[src/rtl/fp_align_pkg.sv]
// Shared types and constants for the FP add operand-prep stage.
// Optional sticky generation in fp_align_prep is enabled by FP_ALIGN_STICKY_EN.
package fp_align_pkg;

  typedef enum logic {
    FMT_FP32 = 1'b0,
    FMT_FP16 = 1'b1
  } fmt_e;

  localparam int SIG_W = 26;
  localparam int EXP_W = 8;

  localparam int FP32_EXP_W  = 8;
  localparam int FP32_FRAC_W = 23;
  localparam int FP32_BIAS   = 127;
  localparam int FP16_EXP_W  = 5;
  localparam int FP16_FRAC_W = 10;
  localparam int FP16_BIAS   = 15;

  typedef struct packed {
    logic             sign;
    logic [EXP_W-1:0] exp;
    logic [SIG_W-1:0] sig;
    logic             is_special;
  } unpacked_t;

  // Clamp an exponent difference to the shifter width.
  function automatic logic [EXP_W-1:0] sat_shift(input logic [EXP_W-1:0] diff,
                                                 input logic [EXP_W-1:0] sat);
    return (diff > sat) ? sat : diff;
  endfunction

endpackage

[src/rtl/fp_unpack.sv]
// Combinational unpack of one FP32/FP16 operand into sign, effective exponent,
// left-justified significand (hidden bit at [25]) and NaN/Inf flag.
module fp_unpack
  import fp_align_pkg::*;
(
  input  fmt_e        i_fmt,
  input  logic [31:0] i_op,
  input  logic        i_neg,
  output unpacked_t   o_unp
);

  logic [FP32_EXP_W-1:0]  w_exp32;
  logic [FP32_FRAC_W-1:0] w_frac32;
  logic [FP16_EXP_W-1:0]  w_exp16;
  logic [FP16_FRAC_W-1:0] w_frac16;

  assign w_exp32  = i_op[30:23];
  assign w_frac32 = i_op[22:0];
  assign w_exp16  = i_op[14:10];
  assign w_frac16 = i_op[9:0];

  // Denormals and zero take effective exponent 1 with a clear hidden bit.
  always_comb begin
    o_unp = '0;
    if (i_fmt == FMT_FP16) begin
      o_unp.sign       = i_op[15] ^ i_neg;
      o_unp.exp        = (w_exp16 == '0) ? EXP_W'(1) : EXP_W'(w_exp16);
      o_unp.sig        = {(w_exp16 != '0), w_frac16, {(SIG_W-1-FP16_FRAC_W){1'b0}}};
      o_unp.is_special = &w_exp16;
    end else begin
      o_unp.sign       = i_op[31] ^ i_neg;
      o_unp.exp        = (w_exp32 == '0) ? EXP_W'(1) : EXP_W'(w_exp32);
      o_unp.sig        = {(w_exp32 != '0), w_frac32, {(SIG_W-1-FP32_FRAC_W){1'b0}}};
      o_unp.is_special = &w_exp32;
    end
  end

endmodule

[src/rtl/fp_align_prep.sv]
// Two-stage valid/ready operand prep for the FP add alignment shifter: unpack and
// compare in S1, swap and saturate the shift amount in S2. Sticky: FP_ALIGN_STICKY_EN.
module fp_align_prep
  import fp_align_pkg::*;
#(
  parameter int unsigned SHIFT_SAT = 26
) (
  input  logic              clk,
  input  logic              rst_n,
  input  logic              in_valid,
  output logic              in_ready,
  input  logic              in_fmt,
  input  logic [31:0]       in_a,
  input  logic [31:0]       in_b,
  input  logic              in_sub,
  output logic              out_valid,
  input  logic              out_ready,
  output logic              out_fmt,
  output logic [EXP_W-1:0]  out_s,
  output logic [SIG_W-1:0]  out_x,
  output logic [SIG_W-1:0]  out_big,
  output logic [EXP_W-1:0]  out_exp,
  output logic              out_sign,
  output logic              out_eff_sub,
  output logic              out_special,
  output logic              out_sticky
);

  localparam logic [EXP_W-1:0] SAT_AMT = EXP_W'(SHIFT_SAT);

  fmt_e      w_in_fmt;
  unpacked_t w_unp_a;
  unpacked_t w_unp_b;
  logic      w_s1_load;
  logic      w_s2_load;

  logic             r_s1_v;
  fmt_e             r_s1_fmt;
  unpacked_t        r_s1_a;
  unpacked_t        r_s1_b;
  logic [EXP_W-1:0] r_s1_dab;
  logic [EXP_W-1:0] r_s1_dba;
  logic             r_s1_b_gt_a;

  logic             r_s2_v;
  logic             r_fmt;
  logic [EXP_W-1:0] r_s;
  logic [SIG_W-1:0] r_x;
  logic [SIG_W-1:0] r_big;
  logic [EXP_W-1:0] r_exp;
  logic             r_sign;
  logic             r_eff_sub;
  logic             r_special;

  assign w_in_fmt = fmt_e'(in_fmt);

  fp_unpack u_unp_a (
    .i_fmt (w_in_fmt),
    .i_op  (in_a),
    .i_neg (1'b0),
    .o_unp (w_unp_a)
  );

  fp_unpack u_unp_b (
    .i_fmt (w_in_fmt),
    .i_op  (in_b),
    .i_neg (in_sub),
    .o_unp (w_unp_b)
  );

  // No skid buffer: readiness ripples straight back from out_ready.
  assign w_s2_load = !r_s2_v || out_ready;
  assign w_s1_load = !r_s1_v || w_s2_load;
  assign in_ready  = w_s1_load;

  always_ff @(posedge clk or negedge rst_n) begin
    if (!rst_n) begin
      r_s1_v      <= 1'b0;
      r_s1_fmt    <= FMT_FP32;
      r_s1_a      <= '0;
      r_s1_b      <= '0;
      r_s1_dab    <= '0;
      r_s1_dba    <= '0;
      r_s1_b_gt_a <= 1'b0;
    end else if (w_s1_load) begin
      r_s1_v <= in_valid;
      if (in_valid) begin
        r_s1_fmt    <= w_in_fmt;
        r_s1_a      <= w_unp_a;
        r_s1_b      <= w_unp_b;
        r_s1_dab    <= w_unp_a.exp - w_unp_b.exp;
        r_s1_dba    <= w_unp_b.exp - w_unp_a.exp;
        r_s1_b_gt_a <= {w_unp_b.exp, w_unp_b.sig} > {w_unp_a.exp, w_unp_a.sig};
      end
    end
  end

  logic             w_special;
  logic [EXP_W-1:0] w_diff;
  logic [EXP_W-1:0] w_s;
  logic [SIG_W-1:0] w_x;
  logic [SIG_W-1:0] w_big;
  logic [EXP_W-1:0] w_exp;
  logic             w_sign;
  logic             w_eff_sub;
  logic [EXP_W-1:0] w_exp_ones;

  // Equal magnitudes keep a as the big operand, so the sign then follows a.
  assign w_special  = r_s1_a.is_special || r_s1_b.is_special;
  assign w_diff     = r_s1_b_gt_a ? r_s1_dba : r_s1_dab;
  assign w_exp_ones = (r_s1_fmt == FMT_FP16) ? EXP_W'({FP16_EXP_W{1'b1}}) : {EXP_W{1'b1}};
  assign w_s        = w_special ? '0 : sat_shift(w_diff, SAT_AMT);
  assign w_x        = w_special ? '0 : (r_s1_b_gt_a ? r_s1_a.sig : r_s1_b.sig);
  assign w_big      = w_special ? '0 : (r_s1_b_gt_a ? r_s1_b.sig : r_s1_a.sig);
  assign w_exp      = w_special ? w_exp_ones : (r_s1_b_gt_a ? r_s1_b.exp : r_s1_a.exp);
  assign w_sign     = r_s1_b_gt_a ? r_s1_b.sign : r_s1_a.sign;
  assign w_eff_sub  = r_s1_a.sign ^ r_s1_b.sign;

  always_ff @(posedge clk or negedge rst_n) begin
    if (!rst_n) begin
      r_s2_v    <= 1'b0;
      r_fmt     <= 1'b0;
      r_s       <= '0;
      r_x       <= '0;
      r_big     <= '0;
      r_exp     <= '0;
      r_sign    <= 1'b0;
      r_eff_sub <= 1'b0;
      r_special <= 1'b0;
    end else if (w_s2_load) begin
      r_s2_v <= r_s1_v;
      if (r_s1_v) begin
        r_fmt     <= r_s1_fmt;
        r_s       <= w_s;
        r_x       <= w_x;
        r_big     <= w_big;
        r_exp     <= w_exp;
        r_sign    <= w_sign;
        r_eff_sub <= w_eff_sub;
        r_special <= w_special;
      end
    end
  end

`ifdef FP_ALIGN_STICKY_EN
  logic [SIG_W-1:0] w_mask;
  logic             w_sticky;
  logic             r_sticky;

  // Mask of the bits the shifter will push out; a full-width shift loses everything.
  assign w_mask   = (w_s >= EXP_W'(SIG_W)) ? {SIG_W{1'b1}}
                                           : ((SIG_W'(1) << w_s) - SIG_W'(1));
  assign w_sticky = |(w_x & w_mask);

  always_ff @(posedge clk or negedge rst_n) begin
    if (!rst_n) begin
      r_sticky <= 1'b0;
    end else if (w_s2_load && r_s1_v) begin
      r_sticky <= w_sticky;
    end
  end

  assign out_sticky = r_sticky;
`else
  assign out_sticky = 1'b0;
`endif

  assign out_valid   = r_s2_v;
  assign out_fmt     = r_fmt;
  assign out_s       = r_s;
  assign out_x       = r_x;
  assign out_big     = r_big;
  assign out_exp     = r_exp;
  assign out_sign    = r_sign;
  assign out_eff_sub = r_eff_sub;
  assign out_special = r_special;

endmodule

[config.mk]
export PLATFORM = sky130hd
export DESIGN_NAME = fp_align_prep
export DESIGN_NICKNAME = d
export VERILOG_FILES = /design/src/rtl/fp_align_pkg.sv /design/src/rtl/fp_unpack.sv /design/src/rtl/fp_align_prep.sv
export SDC_FILE = /design/constraint.sdc
export NUM_CORES = 1
export LEC_CHECK = 0
export BUFFER_PORTS_ARGS = -buffer_cell sky130_fd_sc_hd__buf_2
export CORE_ASPECT_RATIO = 0.9
export CORE_MARGIN = 1.5
export CORE_UTILIZATION = 55
export CTS_CLUSTER_DIAMETER = 50
export DETAILED_ROUTE_END_ITERATION = 7
export PLACE_DENSITY = 0.79
export SYNTH_ARGS = -nofsm -noshare
export SYNTH_HDL_FRONTEND = slang
export SYNTH_SLANG_ARGS = --single-unit
export TNS_END_PERCENT = 100
[constraint.sdc]
create_clock -name clk -period 3.4 [get_ports clk]
set_input_delay 0.34 -clock clk [delete_from_list [all_inputs] [get_ports clk]]
set_output_delay 0.34 -clock clk [all_outputs]
set_load 0.03 [all_outputs]
==> impl_metrics.ini, run 1 <==
[synth]
ys_async_sr_fraction = 1.00
synth-xor-area-share = 0.00849
synth_fa_ha_area_frac = 0.0655
yosys-mux-area-fraction = 0.147
synth-simple-area-share = 0.143
syn_avg_cell_area_sq_um = 10.0
synth_top_family_by_area = multiplexers
synth_warnings = 0
ys_seq_area_frac = 0.470
synth_compound_area_frac = 0.126
ys_ff_latch = 155
synth.distinct_cells = 52
netlist_area_sq_mm = 0.00825
netlist_instances = 824
synth_enable_flop_cells = 0
ys_dominant_reg_cell = dfrtp_1

[worst_setup_path]
cpPeakStageDelay_ns = 0.54
crit_path_end_kind = flop
critPathArrivalTime_ns = 3.27
cpMostUsedCell = inv_1
crit_path_max_fanout = 4
critPathRequiredTime_ns = 3.71
crit_slowest_cell = or4b_1
critPathKind = in -> reg
cp_num_buf_inv = 3
r2r_cells = 4
worst-path-stages = 13
cp-start-kind = input pin
crit_chain = buf_2, or4b_1, o31ai_2, a211oi_1, inv_1, ha_1, inv_1, fa_1, a21o_1, a21oi_1, o21bai_1, mux2_2, a311o_1
critical-path-top-delay-family = compound AO/OA/AOI/OAI gates

[timing]
rsz0062_at_grt = no
slew_viol_final = 0
max_freq_mhz = 338
hold_viol = 0
fin_crit_ns = 2.96
setup_violations = 0
period_share = 0.870
fin_skew_ns = 0.0104
fin_tns_setup_ns = 0
worst_pin_slew_ns = 0.737
slew_headroom = 0.508

[die]
start_util = 0.563
row_count = 42
io_pins = 145
die_x_microns = 132
die_h_microns = 119
core_area_sq_mm = 0.0147
dieArea_sq_mm = 0.0157

[global_route]
groute.usage.overall = 0.276
antenna_found_initial = 0
grt_max_degree = 81
grt_pass1_vias = 6325
overflow = 0
grt_pass1_wl_mm = 33.6

[place]
dpl.hpwl_mm = 15.4
port_buffers = 139
place_area_sq_mm = 0.00912
place_congestion = 0.901

[clocking]
cts_setup_buffers = 0
postCtsResizedCells = 0
cts-htree-levels = 4
path_clk_slew_ns = 0.06
clock-sinks = 155
cts_inserted_buffers = 17
cts_tree = done
clockBufferDepth = 2
clock_latency_ns = 0.43
cts_root_buf = clkbuf_16

[status]
status = finished, final reports clean

[final_layout]
syn2layout_area_growth_pct = 18.0
final_common_cell = dfrtp_1
final_cell_mix = 154 x dfrtp_1, 138 x buf_2, 130 x nand2_1
drive_gt1_frac = 0.245
design_area_sq_mm = 0.00973
fin_nets = 1065
diodes = 0

[hold_path]
whs_path_depth = 2
min_path_type = in -> reg

[detailed_routing]
vias_per_cell = 5.68
drt_iter0_drc = 443
vias = 6608
first_pass_iters = 4
ant_nets = 0
drc = 0
wl_mm = 20.8
avgRoutedWirePerCell_microns = 17.9

[run]
cap_violations = 0

[power_and_ir_drop]
power.total_uw = 6100
p_leak_uw = 0.00483
p_per_area_mw_per_mm2 = 626
peakVddDrop_mv = 0.416
[through the flow]
stage | hold slack [ns] | worst slack [ns] | utilization | std cells
2_1_floorplan | 0.0444 | 0.311 | - | 828
3_3_place_gp | 0.421 | 0.159 | 0.622 | 1131
3_5_place_dp | 0.424 | 0.0690 | 0.622 | 1131
4_1_cts | 0.137 | 0.509 | 0.664 | 1164
5_1_grt | 0.145 | 0.357 | 0.664 | 1164
6_report | 0.148 | 0.440 | 0.664 | 1164
[power breakdown]
group	switching [uW]	internal (uW)	total, uW
registers	265	2200	2460
clock network	803	1150	1950
logic	1090	603	1690
[final timing paths]
path | from | to | slack [ns]
max | in_a[10] | r_s1_dba[6] | 0.44
min | in_valid | r_s1_v | 0.15
max reg2reg | r_s1_b_gt_a | out_exp[7] | 1.24
min reg2reg | out_s[3] | out_s[3] | 0.47
max in group asynchronous | rst_n | r_s1_a[15] | 2.03
min in group asynchronous | rst_n | out_s[6] | 0.52
[Yosys cell counts, drive strengths merged, types with 2 or more instances]
library cell	n	area share
a211oi	4	0.0036
a21o	8	0.0073
a21oi	18	0.011
a22o	3	0.0032
a311oi	2	0.0021
a31oi	6	0.0045
and2	5	0.0038
and4	3	0.0032
buf	26	0.018
clkbuf	26	0.012
dfrtp	155	0.47
fa	2	0.0049
ha	40	0.061
inv	23	0.010
mux2	41	0.056
mux2i	75	0.091
nand2	132	0.060
nand2b	24	0.018
nand3	7	0.0042
nand3b	2	0.0033
nand4	10	0.0076
nor2	15	0.0068
nor2b	19	0.014
nor3	12	0.0073
nor3b	2	0.0018
nor4	6	0.0045
nor4b	2	0.0021
o211ai	2	0.0018
o21a	4	0.0036
o21ai	117	0.071
o21bai	4	0.0036
o31ai	6	0.0061
or2	3	0.0023
xnor2	7	0.0074
[sequential cells by signal (all words and copies together) (netlist names)]
register and count:
out_fmt 1, out_exp 8, r_s1_v 1, out_x 24
r_s1_b_gt_a 1, out_valid 1, r_s1_dba 7, out_eff_sub 1
out_sign 1, r_s1_b 34, out_s 8, r_s1_dab 8
out_special 1, r_s1_fmt 1, out_big 24, r_s1_a 34
[cell families (layout without fill, tap and decap cells)]
logic type / after synthesis / after routing
AO/OA/AOI/OAI: 182 / 182
XOR/XNOR: 8 / 8
adder cells (fa/ha/maj): 42 / 42
buffers and inverters: 75 / 213
flip-flops: 155 / 155
multiplexers: 116 / 116
other: 1 / 5
AND/OR/NAND/NOR: 245 / 245
[layer usage]
metal / GRT usage / up-vias / routed length [microns]
li1: - / 3149 / -
met1: 0.393 / 3208 / 9660
met2: 0.422 / 230 / 9420
met3: 0.0707 / 21 / 1470
met4: 0.0722 / 0 / 247
met5: 0 / - / 0
[worst reg2reg max path: stages, from the launching register on]
cell     delay, ns
dfrtp_4       0.76
buf_4         0.58
mux2_2        0.43
o21ai_0       0.17
o21ai_0       0.10
[what timing repair did]
action | CTS | global route
hold buffers | 1 | 0
endpoints found under the hold margin | 71 | 0
setup endpoints to repair | 0 | 0
[layout make-up]
| class | count | area [sq um] |
|---|---|---|
| inverter | 23 | 86.3 |
| clock inverter | 12 | 151 |
| tap | 198 | 248 |
| multi-input combinational | 598 | 4060 |
| timing repair buffer | 158 | 847 |
| fill | 1185 | 4930 |
| sequential | 155 | 3880 |
| clock buffer | 20 | 457 |
Power figures use the tool's default switching activity.
==> run 2, diff against run 1 <==
- PLACE_DENSITY: 0.79 -> 0.78
- SYNTH_HIERARCHICAL: not set -> 1
==> run 2 against run 1 <==
Core utilization shrank 0.41 points. Wire length grew 8.2%. Register-to-register slack lost 0.12 ns. Total power grew 3.4%. Global-route usage shrank 0.14 points. First-iteration DRC count grew 25%. Critical path depth shrank 2. Fmax grew 13%. Critical endpoint is now r_s1_b_gt_a. Largest power group unchanged.
==> impl_metrics.ini, run 2 <==
[worst_setup_path]
critPathRequiredTime_ns = 3.71
critPathKind = in -> reg
cpPeakStageDelay_ns = 0.54
crit_path_max_fanout = 11
cpMostUsedCell = nand2_1
cp-start-kind = input pin
critPathArrivalTime_ns = 2.94
cp_num_buf_inv = 3
crit_slowest_cell = or4_4
crit_chain = buf_2, buf_4, nand2_1, o21ai_0, inv_1, ha_1, nand4_1, or4_4, nor4_2, nand2_1, o221a_2
crit_path_end_kind = flop
critical-path-top-delay-family = simple AND/OR/NAND/NOR gates

[timing]
period_share = 0.772
fin_ws_ns = 0.776
fin_skew_ns = 0.00660
hold_viol = 0
worst_pin_slew_ns = 0.823
slew_headroom = 0.450
fin_crit_ns = 2.62
fin_tns_setup_ns = 0
setup_violations = 0
rsz0062_at_grt = no
max_freq_mhz = 381
slew_viol_final = 0
holdWs_ns = 0.171

[synth]
synth_commonest_cells = 231 x nand2_1, 163 x dfrtp_1, 129 x o21ai_0
netlist_instances = 956
ys_dominant_reg_cell = dfrtp_1
synth_most_common_cell = nand2_1
netlist_area_sq_mm = 0.00892
synth_warnings = 6
synth_top_area_cell = dfrtp_1
ys_async_sr_fraction = 1.00
syn_avg_cell_area_sq_um = 9.33
synthTopCellsByArea = dfrtp_1 46%, nand2_1 9.7%, o21ai_0 7.2%
synth_top_area_frac = 0.457
ys_seq_area_frac = 0.457
synth.distinct_cells = 51
synth_enable_flop_cells = 0
ys_ff_latch = 163

[clocking]
path_clk_slew_ns = 0.06
cts_inserted_buffers = 17
cts_tree = done
postCtsResizedCells = 0
clockBufferDepth = 2
cts-htree-levels = 4
clock_latency_ns = 0.43
cts_root_buf = clkbuf_16
clock-sinks = 163

[detailed_routing]
drc = 0
wl_mm = 22.5
drt_iter0_drc = 553
first_pass_iters = 6
vias_per_cell = 5.61
avgRoutedWirePerCell_microns = 17.4
ant_nets = 0
vias = 7238

[global_route]
overflow = 0
grt_max_degree = 86
antenna_found_initial = 0
grt_pass1_wl_mm = 34.9
grt_pass1_vias = 6699
groute.usage.overall = 0.275

[final_layout]
syn2layout_area_growth_pct = 15.8
diodes = 0
final_cell_mix = 229 x nand2_1, 162 x dfrtp_1, 142 x buf_2
design_area_sq_mm = 0.0103
final_common_cell = nand2_1
fin_nets = 1188
top_regs = r_s1_a: 36 flops, r_s1_b: 36 flops
fillers = 1272
drive_gt1_frac = 0.215

[place]
port_buffers = 143
dpl.hpwl_mm = 16.3
place_area_sq_mm = 0.00971
place_ws_ns = 0.392
place_congestion = 0.918

[hold_path]
min_path_type = in -> reg

[die]
io_pins = 145
row_count = 43
core_area_sq_mm = 0.0157
start_util = 0.570
die_x_microns = 137
dieArea_sq_mm = 0.0170
die_h_microns = 124

[power_and_ir_drop]
power.total_uw = 6300
peakVddDrop_mv = 0.484
p_per_area_mw_per_mm2 = 610
p_leak_uw = 0.00524

[run]
cap_violations = 0

[status]
status = finished, final reports clean
run 2: changes by cell type in the layout (fill, tap and decap cells not counted), sizes merged, moves of 8 or more:
cell,delta
nor2,+8
nand2b,-17
mux2i,-15
nand2,+99
o21ai,+13
inv,+22
dfrtp,+8
mux2,-9
nor2b,+18
run 2: worst reg2reg max path: stages (launching register included):
cell and delay (ns):
dfrtp_4 0.91, buf_4 0.53, mux2_2 0.39, o21ai_0 0.19
o21ai_0 0.11
run 2: logic make-up after synthesis:
kind of cell / Yosys count / share of synthesized area
simple gates: 353 / 0.182
xor+xnor: 9 / 0.00884
fa+ha+maj: 43 / 0.0620
compound gates: 186 / 0.116
buf+inv: 107 / 0.0560
flops: 163 / 0.457
mux: 92 / 0.117
other cells: 3 / 0.00126
run 2: what timing repair did:
| action | CTS | global route |
|---|---|---|
| hold buffers | 1 | 0 |
| endpoints found under the hold margin | 12 | 0 |
| buffers inserted | 0 | 0 |
run 2: power by group:
group,internal [uW],total (uW),switching [uW]
clock network,1170,1990,824
registers,2300,2570,276
logic,607,1740,1130
run 2: path summary, 6_finish.rpt:
| kind | start | end | slack, ns | depth (start not counted) |
|---|---|---|---|---|
| max reg2reg | r_s1_b_gt_a | out_exp[7] | 1.12 | 4 |
| min | in_valid | r_s1_v | 0.17 | 2 |
| max | in_fmt | r_s1_b_gt_a | 0.78 | 11 |
| min reg2reg | out_big[18] | out_big[18] | 0.48 | 2 |
| max in group asynchronous | rst_n | r_s1_a[29] | 2.06 | 3 |
| min in group asynchronous | rst_n | out_s[7] | 0.53 | 2 |
run 2: metrics by stage:
step,std cells,utilization
after floorplan,959,-
after global placement,1257,0.620
after detailed placement,1257,0.620
after CTS,1290,0.660
after global routing,1290,0.660
final,1290,0.660
run 2: area by class of cell:
| type | instances | area, sq um | area share |
|---|---|---|---|
| Clock buffer | 18 | 429 | 0.0415 |
| Timing Repair Buffer | 155 | 840 | 0.0813 |
| Sequential cell | 163 | 4080 | 0.395 |
| Inverter | 49 | 184 | 0.0178 |
| Tap cell | 202 | 253 | 0.0245 |
| Clock inverter | 14 | 179 | 0.0173 |
| Multi-Input combinational cell | 689 | 4360 | 0.422 |
run 2: layer usage:
metal | vias to the layer above | GRT usage | part of all wire
met2 | 280 | 0.411 | 0.44
met4 | 0 | 0.0882 | 0.016
met3 | 27 | 0.0472 | 0.064
met1 | 3485 | 0.407 | 0.48
met5 | - | 0 | 0
li1 | 3446 | - | -
